==> src/rtl/pix_line_fetcher_if.sv <==
// PIXREQ (request FIFO write side) and PIXANS (answer FIFO read side) bundle.
// master = line fetcher, slave = FIFO/controller side.
interface pix_line_fetcher_if;
   logic [35:0]  PIXREQ_data;
   logic         PIXREQ_wrreq;
   logic         PIXREQ_wrfull;
   logic [135:0] PIXANS_q;
   logic         PIXANS_rdreq;
   logic         PIXANS_rdempty;

   modport master (
      output PIXREQ_data,
      output PIXREQ_wrreq,
      input  PIXREQ_wrfull,
      input  PIXANS_q,
      output PIXANS_rdreq,
      input  PIXANS_rdempty
   );

   modport slave (
      input  PIXREQ_data,
      input  PIXREQ_wrreq,
      output PIXREQ_wrfull,
      output PIXANS_q,
      input  PIXANS_rdreq,
      output PIXANS_rdempty
   );
endinterface

==> src/rtl/pix_line_fetcher.sv <==
// Line fetcher: issues WordCount word requests starting at BaseAddr into the
// PIXREQ FIFO, pops tagged answers from PIXANS and streams them to the line
// buffer, flagging any answer whose tag does not match its word index.
module pix_line_fetcher #(
   parameter int unsigned MAX_OUT = 4
) (
   input  logic               MemClk,
   input  logic               Reset,
   input  logic               ScreenStop,
   input  logic               Start,
   input  logic [18:0]        BaseAddr,
   input  logic [7:0]         WordCount,
   output logic               Busy,
   output logic               Done,
   output logic               TagError,
   pix_line_fetcher_if.master pix,
   output logic               LB_we,
   output logic [7:0]         LB_addr,
   output logic [127:0]       LB_data
);

   typedef enum logic {IDLE, RUN} state_t;

   state_t       state;
   logic [8:0]   req_idx;
   logic [8:0]   pop_idx;
   logic [8:0]   wr_idx;
   logic [7:0]   word_cnt;
   logic [18:0]  req_addr;
   logic [35:0]  req_data;
   logic         pop_d;
   logic         done_zero;
   logic         tag_err;

   logic         abort;
   logic         run;
   logic [8:0]   in_flight;
   logic         push;
   logic         pop;
   logic         wb;
   logic         last_wb;

   // Issue/pop/writeback decisions; strobes depend on the FIFO flags of the
   // current cycle, so they are gated combinationally rather than registered.
   always_comb begin
      abort     = Reset | ScreenStop;
      run       = (state == RUN) && !abort;
      in_flight = req_idx - pop_idx;
      push      = run && (req_idx < {1'b0, word_cnt}) && !pix.PIXREQ_wrfull
                  && (in_flight < 9'(MAX_OUT));
      pop       = run && !pix.PIXANS_rdempty && (pop_idx < req_idx);
      wb        = pop_d && !abort;
      last_wb   = wb && ((wr_idx + 9'd1) == {1'b0, word_cnt});
   end

   assign pix.PIXREQ_data  = req_data;
   assign pix.PIXREQ_wrreq = push;
   assign pix.PIXANS_rdreq = pop;
   assign LB_we            = wb;
   assign LB_addr          = wr_idx[7:0];
   assign LB_data          = pix.PIXANS_q[127:0];
   assign Busy             = (state != IDLE);
   assign Done             = (done_zero && !abort) || last_wb;
   assign TagError         = tag_err;

   // Fetch FSM with its counters; req_data always holds the request for
   // req_idx so a push can present it without an extra cycle.
   always_ff @(posedge MemClk) begin
      if (abort) begin
         state     <= IDLE;
         req_idx   <= '0;
         pop_idx   <= '0;
         wr_idx    <= '0;
         word_cnt  <= '0;
         req_addr  <= '0;
         req_data  <= '0;
         pop_d     <= 1'b0;
         done_zero <= 1'b0;
         if (Reset) begin
            tag_err <= 1'b0;
         end
      end else begin
         pop_d     <= pop;
         done_zero <= 1'b0;
         case (state)
            IDLE: begin
               if (Start) begin
                  tag_err  <= 1'b0;
                  word_cnt <= WordCount;
                  req_idx  <= '0;
                  pop_idx  <= '0;
                  wr_idx   <= '0;
                  req_addr <= BaseAddr;
                  req_data <= {9'b0, 8'h00, BaseAddr};
                  if (WordCount == 8'd0) begin
                     done_zero <= 1'b1;
                  end else begin
                     state <= RUN;
                  end
               end
            end
            RUN: begin
               if (push) begin
                  req_idx  <= req_idx + 9'd1;
                  req_addr <= req_addr + 19'd1;
                  req_data <= {9'b0, req_idx[7:0] + 8'd1, req_addr + 19'd1};
               end
               if (pop) begin
                  pop_idx <= pop_idx + 9'd1;
               end
               if (wb) begin
                  wr_idx <= wr_idx + 9'd1;
                  if (pix.PIXANS_q[135:128] != wr_idx[7:0]) begin
                     tag_err <= 1'b1;
                  end
               end
               if (last_wb) begin
                  state <= IDLE;
               end
            end
            default: state <= IDLE;
         endcase
      end
   end

endmodule

==> src/flat_wrapper.sv <==
// flat-port wrapper written by rule: the top's interface ports become plain ports
module pix_line_fetcher_flat 
#(
   parameter int unsigned MAX_OUT = 4
)
  (MemClk, Reset, ScreenStop, Start, BaseAddr, WordCount, Busy, Done, TagError, LB_we, LB_addr, LB_data, pix_PIXREQ_data, pix_PIXREQ_wrreq, pix_PIXREQ_wrfull, pix_PIXANS_q, pix_PIXANS_rdreq, pix_PIXANS_rdempty);
  pix_line_fetcher_if pix_i ();
  input  logic MemClk;
  input  logic Reset;
  input  logic ScreenStop;
  input  logic Start;
  input  logic [18:0] BaseAddr;
  input  logic [7:0] WordCount;
  output logic Busy;
  output logic Done;
  output logic TagError;
  output logic LB_we;
  output logic [7:0] LB_addr;
  output logic [127:0] LB_data;
  output wire logic [$bits(pix_i.PIXREQ_data)-1:0] pix_PIXREQ_data;
  output wire logic [$bits(pix_i.PIXREQ_wrreq)-1:0] pix_PIXREQ_wrreq;
  input wire logic [$bits(pix_i.PIXREQ_wrfull)-1:0] pix_PIXREQ_wrfull;
  input wire logic [$bits(pix_i.PIXANS_q)-1:0] pix_PIXANS_q;
  output wire logic [$bits(pix_i.PIXANS_rdreq)-1:0] pix_PIXANS_rdreq;
  input wire logic [$bits(pix_i.PIXANS_rdempty)-1:0] pix_PIXANS_rdempty;
  assign pix_PIXREQ_data = pix_i.PIXREQ_data;
  assign pix_PIXREQ_wrreq = pix_i.PIXREQ_wrreq;
  assign pix_i.PIXREQ_wrfull = pix_PIXREQ_wrfull;
  assign pix_i.PIXANS_q = pix_PIXANS_q;
  assign pix_PIXANS_rdreq = pix_i.PIXANS_rdreq;
  assign pix_i.PIXANS_rdempty = pix_PIXANS_rdempty;
  pix_line_fetcher #(.MAX_OUT(MAX_OUT)) u_core (.MemClk(MemClk), .Reset(Reset), .ScreenStop(ScreenStop), .Start(Start), .BaseAddr(BaseAddr), .WordCount(WordCount), .Busy(Busy), .Done(Done), .TagError(TagError), .pix(pix_i), .LB_we(LB_we), .LB_addr(LB_addr), .LB_data(LB_data));
endmodule
==> config.mk <==
export PLATFORM = sky130hd
export DESIGN_NAME = pix_line_fetcher_flat
export DESIGN_NICKNAME = d
export VERILOG_FILES = /design/src/rtl/pix_line_fetcher_if.sv /design/src/rtl/pix_line_fetcher.sv /design/src/flat_wrapper.sv
export SDC_FILE = /design/constraint.sdc
export NUM_CORES = 1
export LEC_CHECK = 0
export BUFFER_PORTS_ARGS = -buffer_cell sky130_fd_sc_hd__buf_2
export CELL_PAD_IN_SITES_DETAIL_PLACEMENT = 0
export CELL_PAD_IN_SITES_GLOBAL_PLACEMENT = 1
export CORE_MARGIN = 2
export CORE_UTILIZATION = 29
export DETAILED_ROUTE_END_ITERATION = 8
export PLACE_DENSITY = 0.83
export SETUP_SLACK_MARGIN = 0.1
export SYNTH_ARGS = -nofsm -noshare
export SYNTH_HDL_FRONTEND = slang
export SYNTH_SLANG_ARGS = --single-unit
==> constraint.sdc <==
create_clock -name MemClk -period 3.5 [get_ports MemClk]
set_clock_uncertainty 0.2 [all_clocks]
set_input_delay 0.525 -clock MemClk [delete_from_list [all_inputs] [get_ports MemClk]]
set_output_delay 0.525 -clock MemClk [all_outputs]
set_load 0.1 [all_outputs]
==> impl_metrics.csv, run 1 <==
group,metric,value,unit
status,status,"completed",
logic_synthesis,synth_ff_type,"dfxtp_1",
setup_path,cp-endpoint,"pix_PIXREQ_wrreq",
clocking,clkSinkCount,58,
clocking,clk_path_buf_depth,2,
route,finalWirelength,14400,µm
layout,n_antenna_cell,0,
layout,area_growth,0.825,%
timing,period_minus_slack,3.30,ns
worst_hold_path,min_path_type,"primary input to register",
clocking,cts_tree,"yes",
setup_path,r2r_end,"u_core.req_idx[6]",
placement,hpwl,10600,µm
floorplanning,core,0.0180,mm²
power,leakagePower,2.10,nW
timing,worstMarginPinSlew,0.717,ns
placement,preCtsSetupSlack,0.442,ns
timing,slew_headroom,0.509,
setup_path,cp.required,2.77,ns
floorplanning,dieArea,0.0194,mm²
run,maxCapViolations,0,
setup_path,critPathKind,"register to output port",
logic_synthesis,synth_cell_type_count,73,
logic_synthesis,synth_edf_count,1,
setup_path,timing.rr.start,"u_core.req_idx[7]",
clocking,clock_latency,0.34,ns
route,drt_iter0_drc,293,
global_routing,gr-usage-all-layers,0.147,
setup_path,crit_path_end_kind,"output port",
setup_path,r2r_cells,10,
logic_synthesis,synth.avg_cell_area,7.70,µm²
logic_synthesis,yosysSeqAreaShare,0.221,
clocking,htree_levels,3,
timing,setup_viol,0,
logic_synthesis,synth_cells,690,
route,vias,4468,
timing,tns,0,ns
layout,fin_nets,812,
timing,rsz0062_at_grt,"no",
placement,io_buffers,81,
global_routing,grt_overflow,0,
clocking,postCtsHoldBufs,0,
clocking,root_buffer,"clkbuf_16",
power,powerDensity,362,mW/mm²
timing,drv_slew,0,
setup_path,critPathArrivalTime,2.57,ns
route,viasPerCell,5.21,
route,firstDrtPassIters,6,
logic_synthesis,ys_warn_count,0,
route,wl_per_cell,16.8,µm
route,drc,0,
timing,setup_slack,0.201,ns
floorplanning,start_util,0.296,
timing,layout_worst_path_cycle_share,0.943,
layout,drive_above_1_share,0.256,
floorplanning,ios,347,
setup_path,cp-startpoint,"u_core.req_idx[7]",
setup_path,r2r_setup_slack,0.54,ns
logic_synthesis,netlist_area,0.00531,mm²
setup_path,startpoint_type,"register",
timing,clock.fmax,0.303,GHz
timing,finalHoldViolations,0,
placement,gp_congestion,0.899,
setup_path,cp_max_fo,7,
floorplanning,rows,49,
clocking,cts_made_buffers,9,
clocking,path_clk_slew,0.06,ns
global_routing,grt_antenna_before_repair,0,
floorplanning,die_w,139,µm
logic_synthesis,async_flop_share,0,
layout,fin_util,0.298,
global_routing,grt_pass1_vias,4155,
route,final_antenna_net_count,0,
logic_synthesis,synth_seq_cells,58,
floorplanning,die_h,139,µm
global_routing,grt_pass1_wl,22800,µm
power,peakVddDrop,0.251,mV
global_routing,grt_max_degree,34,
## how the worst min path moves through the flow
| stage | start | end | slack (ns) | cells past startpoint |
|---|---|---|---|---|
| finish | WordCount[1] | u_core.word_cnt[1] | 0.24 | 3 |
| global route | WordCount[2] | u_core.word_cnt[2] | 0.25 | 3 |
| CTS | WordCount[1] | u_core.word_cnt[1] | 0.23 | 3 |
| detailed placement | u_core.pop_idx[7] | u_core.pop_idx[7] | 0.28 | 2 |
| global placement | u_core.pop_idx[7] | u_core.pop_idx[7] | 0.26 | 2 |
| floorplan | u_core.pop_idx[5] | u_core.pop_idx[5] | 0.24 | 1 |
## cells in the final DEF, fill, tap and decap left out, drive strengths merged, types with 5 or more instances in the layout
cell type  netlist  layout
o31ai            6       6
nand2           68      68
ha              20      20
conb             1       9
a211oi          10      10
nor3b            5       5
nor2b            6       6
buf            164      97
nand2b          12      12
o211ai           7       7
clkbuf          19       9
nand4            7       7
dfxtp           57      57
nand3           30      30
a31oi            9       9
nor2            35      35
or3              8       8
nor3            12      12
and3            12      12
a21oi           38      38
xnor2           10      10
xor2            13      13
nor4            12      12
o21ai           35      35
and2             8       8
inv             22      22
## where the power goes
part           total [W]  switching (W)  internal [W]
Sequential      0.000696      0.0000199      0.000676
Clock           0.000960       0.000339      0.000621
Combinational   0.000280       0.000212     0.0000672
## worst max-delay path: stages, from the launching register on
cell	delay, ns
dfxtp_1	0.40
ha_4	0.35
nand2_2	0.14
and3_4	0.23
a2111oi_4	0.20
o2111ai_2	0.25
nor4_4	0.30
buf_4	0.19
buf_12	0.18
## layout make-up
cell class	count	area, µm²
flip-flops and latches	58	1180
inverters	22	82.6
fillers	1929	12600
well taps	229	287
clock buffers	9	225
clock inverters	7	93.8
repair buffers	97	571
multi-input cells	435	2910
## cell usage after synthesis (5+ instances only)
master / instances / area, µm²
o31ai_1: 6 / 45.0
buf_4: 155 / 1160
a31oi_1: 9 / 56.3
nor2_1: 35 / 131
and2_1: 8 / 50.1
xnor2_1: 10 / 87.6
nor3_1: 12 / 60.1
a21oi_1: 37 / 185
ha_1: 20 / 250
a211oi_1: 7 / 52.6
o211ai_1: 7 / 52.6
nand2b_1: 11 / 68.8
xor2_1: 13 / 114
nor2b_1: 6 / 37.5
or3_1: 7 / 43.8
and3_1: 11 / 68.8
nor3b_1: 5 / 37.5
nand2_1: 67 / 251
clkbuf_1: 19 / 71.3
nand3_1: 30 / 150
nor4_1: 9 / 56.3
dfxtp_1: 57 / 1140
inv_1: 22 / 82.6
o21ai_0: 32 / 160
nand4_1: 7 / 43.8
## stage by stage
stage	power (W)	hold slack, ns	cells	area, µm²
final	0.00194	0.241	857	5350
after CTS	0.00195	0.231	853	5310
after global placement	0.000990	0.263	837	4980
after global routing	0.00200	0.252	857	5350
after detailed placement	0.000990	0.275	837	4980
after floorplan	0.00161	0.240	698	5460
## per-layer routing
layer | track usage | vias to the layer above | part of all wire
li1 | - | 2134 | -
met1 | 0.189 | 2111 | 0.44
met2 | 0.232 | 174 | 0.46
met3 | 0.0341 | 49 | 0.068
met4 | 0.0686 | 0 | 0.027
met5 | 0 | - | 0
## timing repair
item                                    CTS  global route
pin swaps                                 1             4
setup buffers                             0             4
endpoints found under the setup margin    1             3
resized for setup                         1             9
## flip-flops by register name, summed over array words and instances (netlist names)
register	flops
u_core.req_idx	9
u_core.pix.PIXREQ_data	1
u_core.pop_idx	9
u_core.Busy	1
u_core.req_addr	18
u_core.wr_idx	9
u_core.pop_d	1
u_core.word_cnt	8
u_core.done_zero	1
u_core.TagError	1
## cells by family (layout without fill, tap and decap cells)
logic type / Yosys count / count (layout) / synth area share
muxes: 5 / 5 / 0.00966
xor gates and xnor gates: 23 / 23 / 0.0379
DFF: 58 / 58 / 0.221
AOI/OAI and AO/OA: 149 / 149 / 0.195
adders and majority gates: 20 / 20 / 0.0471
other: 1 / 9 / 0.000706
buffers and inverters: 205 / 135 / 0.258
and+or+nand+nor: 229 / 229 / 0.231
Note: power is estimated with default switching activity, not from simulation.
==> run 2: changes to the inputs <==
- HOLD_SLACK_MARGIN: not set -> 0.12
- MAX_ROUTING_LAYER: not set -> met4
- REMOVE_ABC_BUFFERS: not set -> 1
==> impl_metrics.csv, run 2 (synthesized netlist as in run 1, its figures left out) <==
group,metric,value,unit
timing,finalHoldViolations,0,
layout,final_common_cell,"buf_2",
setup_path,crit_path_end_kind,"output port",
floorplanning,die_w,139,µm
setup_path,r2r_setup_slack,0.25,ns
timing,setup_slack,0.116,ns
route,drc,0,
setup_path,cp_max_fo,6,
setup_path,startpoint_type,"register",
global_routing,grt_overflow,0,
timing,rsz0062_at_grt,"yes",
clocking,clkSinkCount,58,
status,status,"completed",
power,powerDensity,341,mW/mm²
route,firstDrtPassIters,7,
global_routing,grt_max_degree,40,
floorplanning,ios,347,
layout,final_cells,858,
global_routing,grt_pass1_wl,41700,µm
floorplanning,start_util,0.296,
worst_hold_path,hold_end,"u_core.word_cnt[4]",
route,finalWirelength,32500,µm
power,leakagePower,2.08,nW
layout,fin_nets,813,
timing,clock.fmax,0.295,GHz
layout,drive_above_1_share,0.245,
route,drt_iter0_drc,263,
clocking,cts_tree,"yes",
floorplanning,core,0.0180,mm²
route,viasPerCell,5.59,
placement,dpl_cell_area,0.00490,mm²
timing,period_minus_slack,3.38,ns
floorplanning,dieArea,0.0194,mm²
setup_path,cp-startpoint,"u_core.pop_idx[1]",
setup_path,cpPeakStageDelay,0.46,ns
worst_hold_path,min_path_type,"primary input to register",
layout,n_antenna_cell,0,
clocking,cts_made_buffers,9,
setup_path,critPathArrivalTime,2.66,ns
setup_path,critPathKind,"register to output port",
worst_hold_path,min_from,"WordCount[4]",
placement,gp_congestion,1.13,
clocking,path_clk_slew,0.06,ns
placement,hpwl,28600,µm
route,wl_per_cell,37.9,µm
layout,area_growth,0.141,%
layout,layout_common_cells,"buf_2, nand2_1, dfxtp_1, a21oi_1, nor2_1",
clocking,postCtsHoldBufs,0,
placement,preCtsSetupSlack,0.316,ns
setup_path,path_cells,"inv_1, ha_1, nand2b_4, a21o_1, a221oi_2, o2111ai_4, nor4_4, buf_12",
route,vias,4800,
setup_path,r2r_cells,10,
worst_hold_path,hold_depth,3,
power,total_power,0.00181,W
run,maxCapViolations,0,
timing,slew_headroom,0.633,
timing,drv_slew,0,
clocking,htree_levels,3,
global_routing,grt_pass1_vias,4247,
placement,io_buffers,81,
global_routing,gr-usage-all-layers,0.332,
floorplanning,die_h,139,µm
setup_path,cp.required,2.77,ns
clocking,root_buffer,"clkbuf_16",
route,final_antenna_net_count,0,
timing,tns,0,ns
setup_path,r2r_end,"u_core.req_addr[10]",
layout,largest_reg_flops,18,
global_routing,grt_antenna_before_repair,0,
layout,regMostFlops,"u_core.req_addr",
floorplanning,rows,49,
clocking,clk_path_buf_depth,2,
power,peakVddDrop,0.199,mV
timing,setup_viol,0,
placement,dp.cells,839,
setup_path,timing.rr.start,"u_core.pop_idx[1]",
timing,layout_worst_path_cycle_share,0.967,
layout,final_area,0.00532,mm²
timing,worstMarginPinSlew,0.550,ns
clocking,clock_latency,0.33,ns
setup_path,crit_slowest_cell,"nor4_4",
## run 2: worst max-delay path: cells and delay by family (launching register included)
kind / cells / cell delay (ns)
fa+ha+maj: 1 / 0.34
compound gates: 3 / 0.76
buf+inv: 2 / 0.32
flops: 1 / 0.36
simple gates: 2 / 0.55
## run 2: power by group
part           internal (W)  total [W]  switching [W]
clock              0.000513   0.000836       0.000323
combinational     0.0000669   0.000280       0.000214
sequential         0.000676   0.000695      0.0000185
total               0.00126    0.00181       0.000555
## run 2: per-layer routing
metal | global-route usage | vias to the layer above | routed length [µm]
li1 | - | 2138 | -
met1 | 0.257 | 2190 | 8850
met2 | 0.500 | 419 | 14400
met3 | 0.373 | 53 | 7940
met4 | 0.108 | 0 | 1330
met5 | - | - | 0
## run 2: how the worst max path moves through the flow
stage               slack [ns]                  end  cells after the start
floorplan                -1.06  u_core.req_addr[10]                      6
detailed placement        0.32  u_core.req_addr[10]                      8
finish                    0.12     pix_PIXREQ_wrreq                      8
CTS                       0.06                 Done                      8
global placement          0.35                 Done                      8
global route              0.01     pix_PIXREQ_wrreq                      8
## run 2: timing repair
item                       4_1_cts  5_1_grt
gates cloned                     0        0
gates resized for setup          3       22
buffers inserted                 0        3
setup endpoints to repair        3        4
pin swaps                        1        6
## run 2: final cells by class
| type | instances | area (µm²) |
|---|---|---|
| Tap cell | 229 | 287 |
| Fill cell | 1901 | 12600 |
| Sequential cell | 58 | 1180 |
| Clock inverter | 5 | 28.8 |
| Clock buffer | 11 | 253 |
| Multi-Input combinational cell | 435 | 2910 |
| Inverter | 22 | 82.6 |
| Timing Repair Buffer | 98 | 578 |
## run 2: stage by stage
step | util | hold slack, ns
after floorplan | - | 0.252
after global placement | 0.273 | 0.260
after detailed placement | 0.273 | 0.283
after CTS | 0.289 | 0.229
after global routing | 0.296 | 0.234
final | 0.296 | 0.242
==> run 3: changes to the inputs <==
- CORE_UTILIZATION: 29 -> 30
- CTS_BUF_LIST: not set -> sky130_fd_sc_hd__clkbuf_4
- PLACE_DENSITY: 0.83 -> 0.85
==> impl_metrics.csv, run 3 (synthesized netlist as in run 1, its figures left out) <==
group,metric,value,unit
timing,period_minus_slack,3.30,ns
floorplanning,start_util,0.307,
timing,layout_worst_path_cycle_share,0.944,
timing,setup_viol,0,
clocking,cts_made_buffers,9,
worst_hold_path,min_path_type,"primary input to register",
layout,nFillCells,1892,
timing,finalHoldViolations,0,
clocking,path_clk_slew,0.11,ns
clocking,root_buffer,"clkbuf_4",
power,powerDensity,280,mW/mm²
power,pwr-share-clk,0.336,
power,peakVddDrop,0.151,mV
clocking,cts_tree,"yes",
placement,preCtsSetupSlack,0.310,ns
setup_path,critPathArrivalTime,2.58,ns
power,pwr-share-seq,0.471,
floorplanning,dieArea,0.0188,mm²
power,total_power,0.00147,W
placement,hpwl,28600,µm
floorplanning,die_w,137,µm
layout,multi_input_area,0.00294,mm²
layout,final_common_cell,"buf_2",
route,firstDrtPassIters,8,
timing,clock.fmax,0.303,GHz
placement,io_buffers,81,
timing,drv_slew,0,
clocking,clkSinkCount,58,
setup_path,startpoint_type,"register",
layout,seq_area,0.00119,mm²
global_routing,grt_overflow,0,
floorplanning,die_h,137,µm
route,viasPerCell,5.68,
layout,fin_nets,817,
route,final_antenna_net_count,0,
setup_path,cpPeakStageDelay,0.40,ns
power,swShare,0.339,
layout,drive_above_1_share,0.254,
setup_path,cp_max_fo,12,
placement,gp_congestion,1.21,
global_routing,grt_antenna_before_repair,1,
route,drc,0,
setup_path,path_cells,"inv_1, ha_4, a211oi_1, o21bai_1, and2_1, or3_4, and2_2, buf_12",
timing,worstMarginPinSlew,0.623,ns
floorplanning,ios,347,
route,vias,4880,
layout,fin_util,0.304,
route,wl_per_cell,37.8,µm
power,leakagePower,2.05,nW
clocking,htree_levels,3,
global_routing,grt_pass1_wl,41000,µm
timing,setup_slack,0.197,ns
layout,regMostFlops,"u_core.req_addr",
layout,largest_reg_flops,18,
setup_path,cp.required,2.77,ns
status,status,"completed",
layout,area_growth,-1.11,%
setup_path,critPathKind,"register to output port",
global_routing,grt_pass1_vias,4287,
power,switchingPower,0.000498,W
floorplanning,rows,48,
route,finalWirelength,32400,µm
timing,finalHoldWorstSlack,0.154,ns
timing,slew_headroom,0.585,
power,p_int,0.000971,W
setup_path,crit_path_end_kind,"output port",
setup_path,crit_slowest_cell,"or3_4",
clocking,clock_latency,0.43,ns
run,maxCapViolations,0,
layout,layout_common_cells,"buf_2, nand2_1, dfxtp_1, a21oi_1, nor2_1",
floorplanning,core,0.0173,mm²
timing,rsz0062_at_grt,"yes",
power,p_comb_frac,0.193,
route,drt_iter0_drc,308,
clocking,clk_path_buf_depth,2,
global_routing,grt_max_degree,39,
global_routing,gr-usage-all-layers,0.347,
==> run 3: power by group through the flow <==
stage | Combinational (W) | Clock, W | Sequential (W)
5_1_grt | 0.000300 | 0.000532 | 0.000695
3_3_place_gp | 0.000279 | 0 | 0.000708
6_report | 0.000283 | 0.000494 | 0.000692
2_1_floorplan | 0.000123 | 0 | 0.000782
3_5_place_dp | 0.000278 | 0 | 0.000708
4_1_cts | 0.000282 | 0.000507 | 0.000692
==> run 3: path summary, 6_finish.rpt <==
path              depth (start not counted)               from                  to  slack, ns
setup / recovery                          8  u_core.pop_idx[5]    pix_PIXANS_rdreq       0.20
hold / removal                            3       WordCount[1]  u_core.word_cnt[1]       0.15
setup reg to reg                         11  u_core.req_idx[0]   u_core.req_idx[1]       0.49
hold reg to reg                           1  u_core.pop_idx[5]   u_core.pop_idx[5]       0.28
==> run 3: final cells by class <==
| cell class | instances | area share |
|---|---|---|
| inverter | 22 | 0.0157 |
| multi-input combinational | 435 | 0.559 |
| clock inverter | 5 | 0.00882 |
| timing repair buffer | 102 | 0.120 |
| antenna | 1 | 0.000477 |
| sequential | 58 | 0.227 |
| tap | 225 | 0.0536 |
| clock buffer | 11 | 0.0157 |
==> run 3: stage by stage <==
step                instances  TNS (ns)  cell area, µm²
finish                    859         0            5250
global placement          834         0            4900
global route              859         0            5250
CTS                       855         0            5100
floorplan                 515    -21.88            4050
detailed placement        834         0            4900
==> run 3: what timing repair did <==
item,CTS,global route
hold buffers,3,0
pin swaps,3,5
buffers inserted,2,3
resized for setup,11,25
setup endpoints to repair,3,6
hold endpoints to repair,3,0
==> run 3: layer usage <==
metal  up-vias  GRT usage  part of all wire
met1      2174      0.244              0.24
met4         0      0.186             0.067
li1       2144          -                 -
met3        86      0.400              0.26
met5         -          -                 0
met2       476      0.513              0.43
==> run 3: worst max-delay path: cells and delay by family, from the launching register on <==
| family | cells | cell delay [ns] |
|---|---|---|
| AND/OR/NAND/NOR | 3 | 0.86 |
| AO/OA/AOI/OAI | 2 | 0.40 |
| flip-flops | 1 | 0.37 |
| adder cells (fa/ha/maj) | 1 | 0.26 |
| buffers and inverters | 2 | 0.25 |
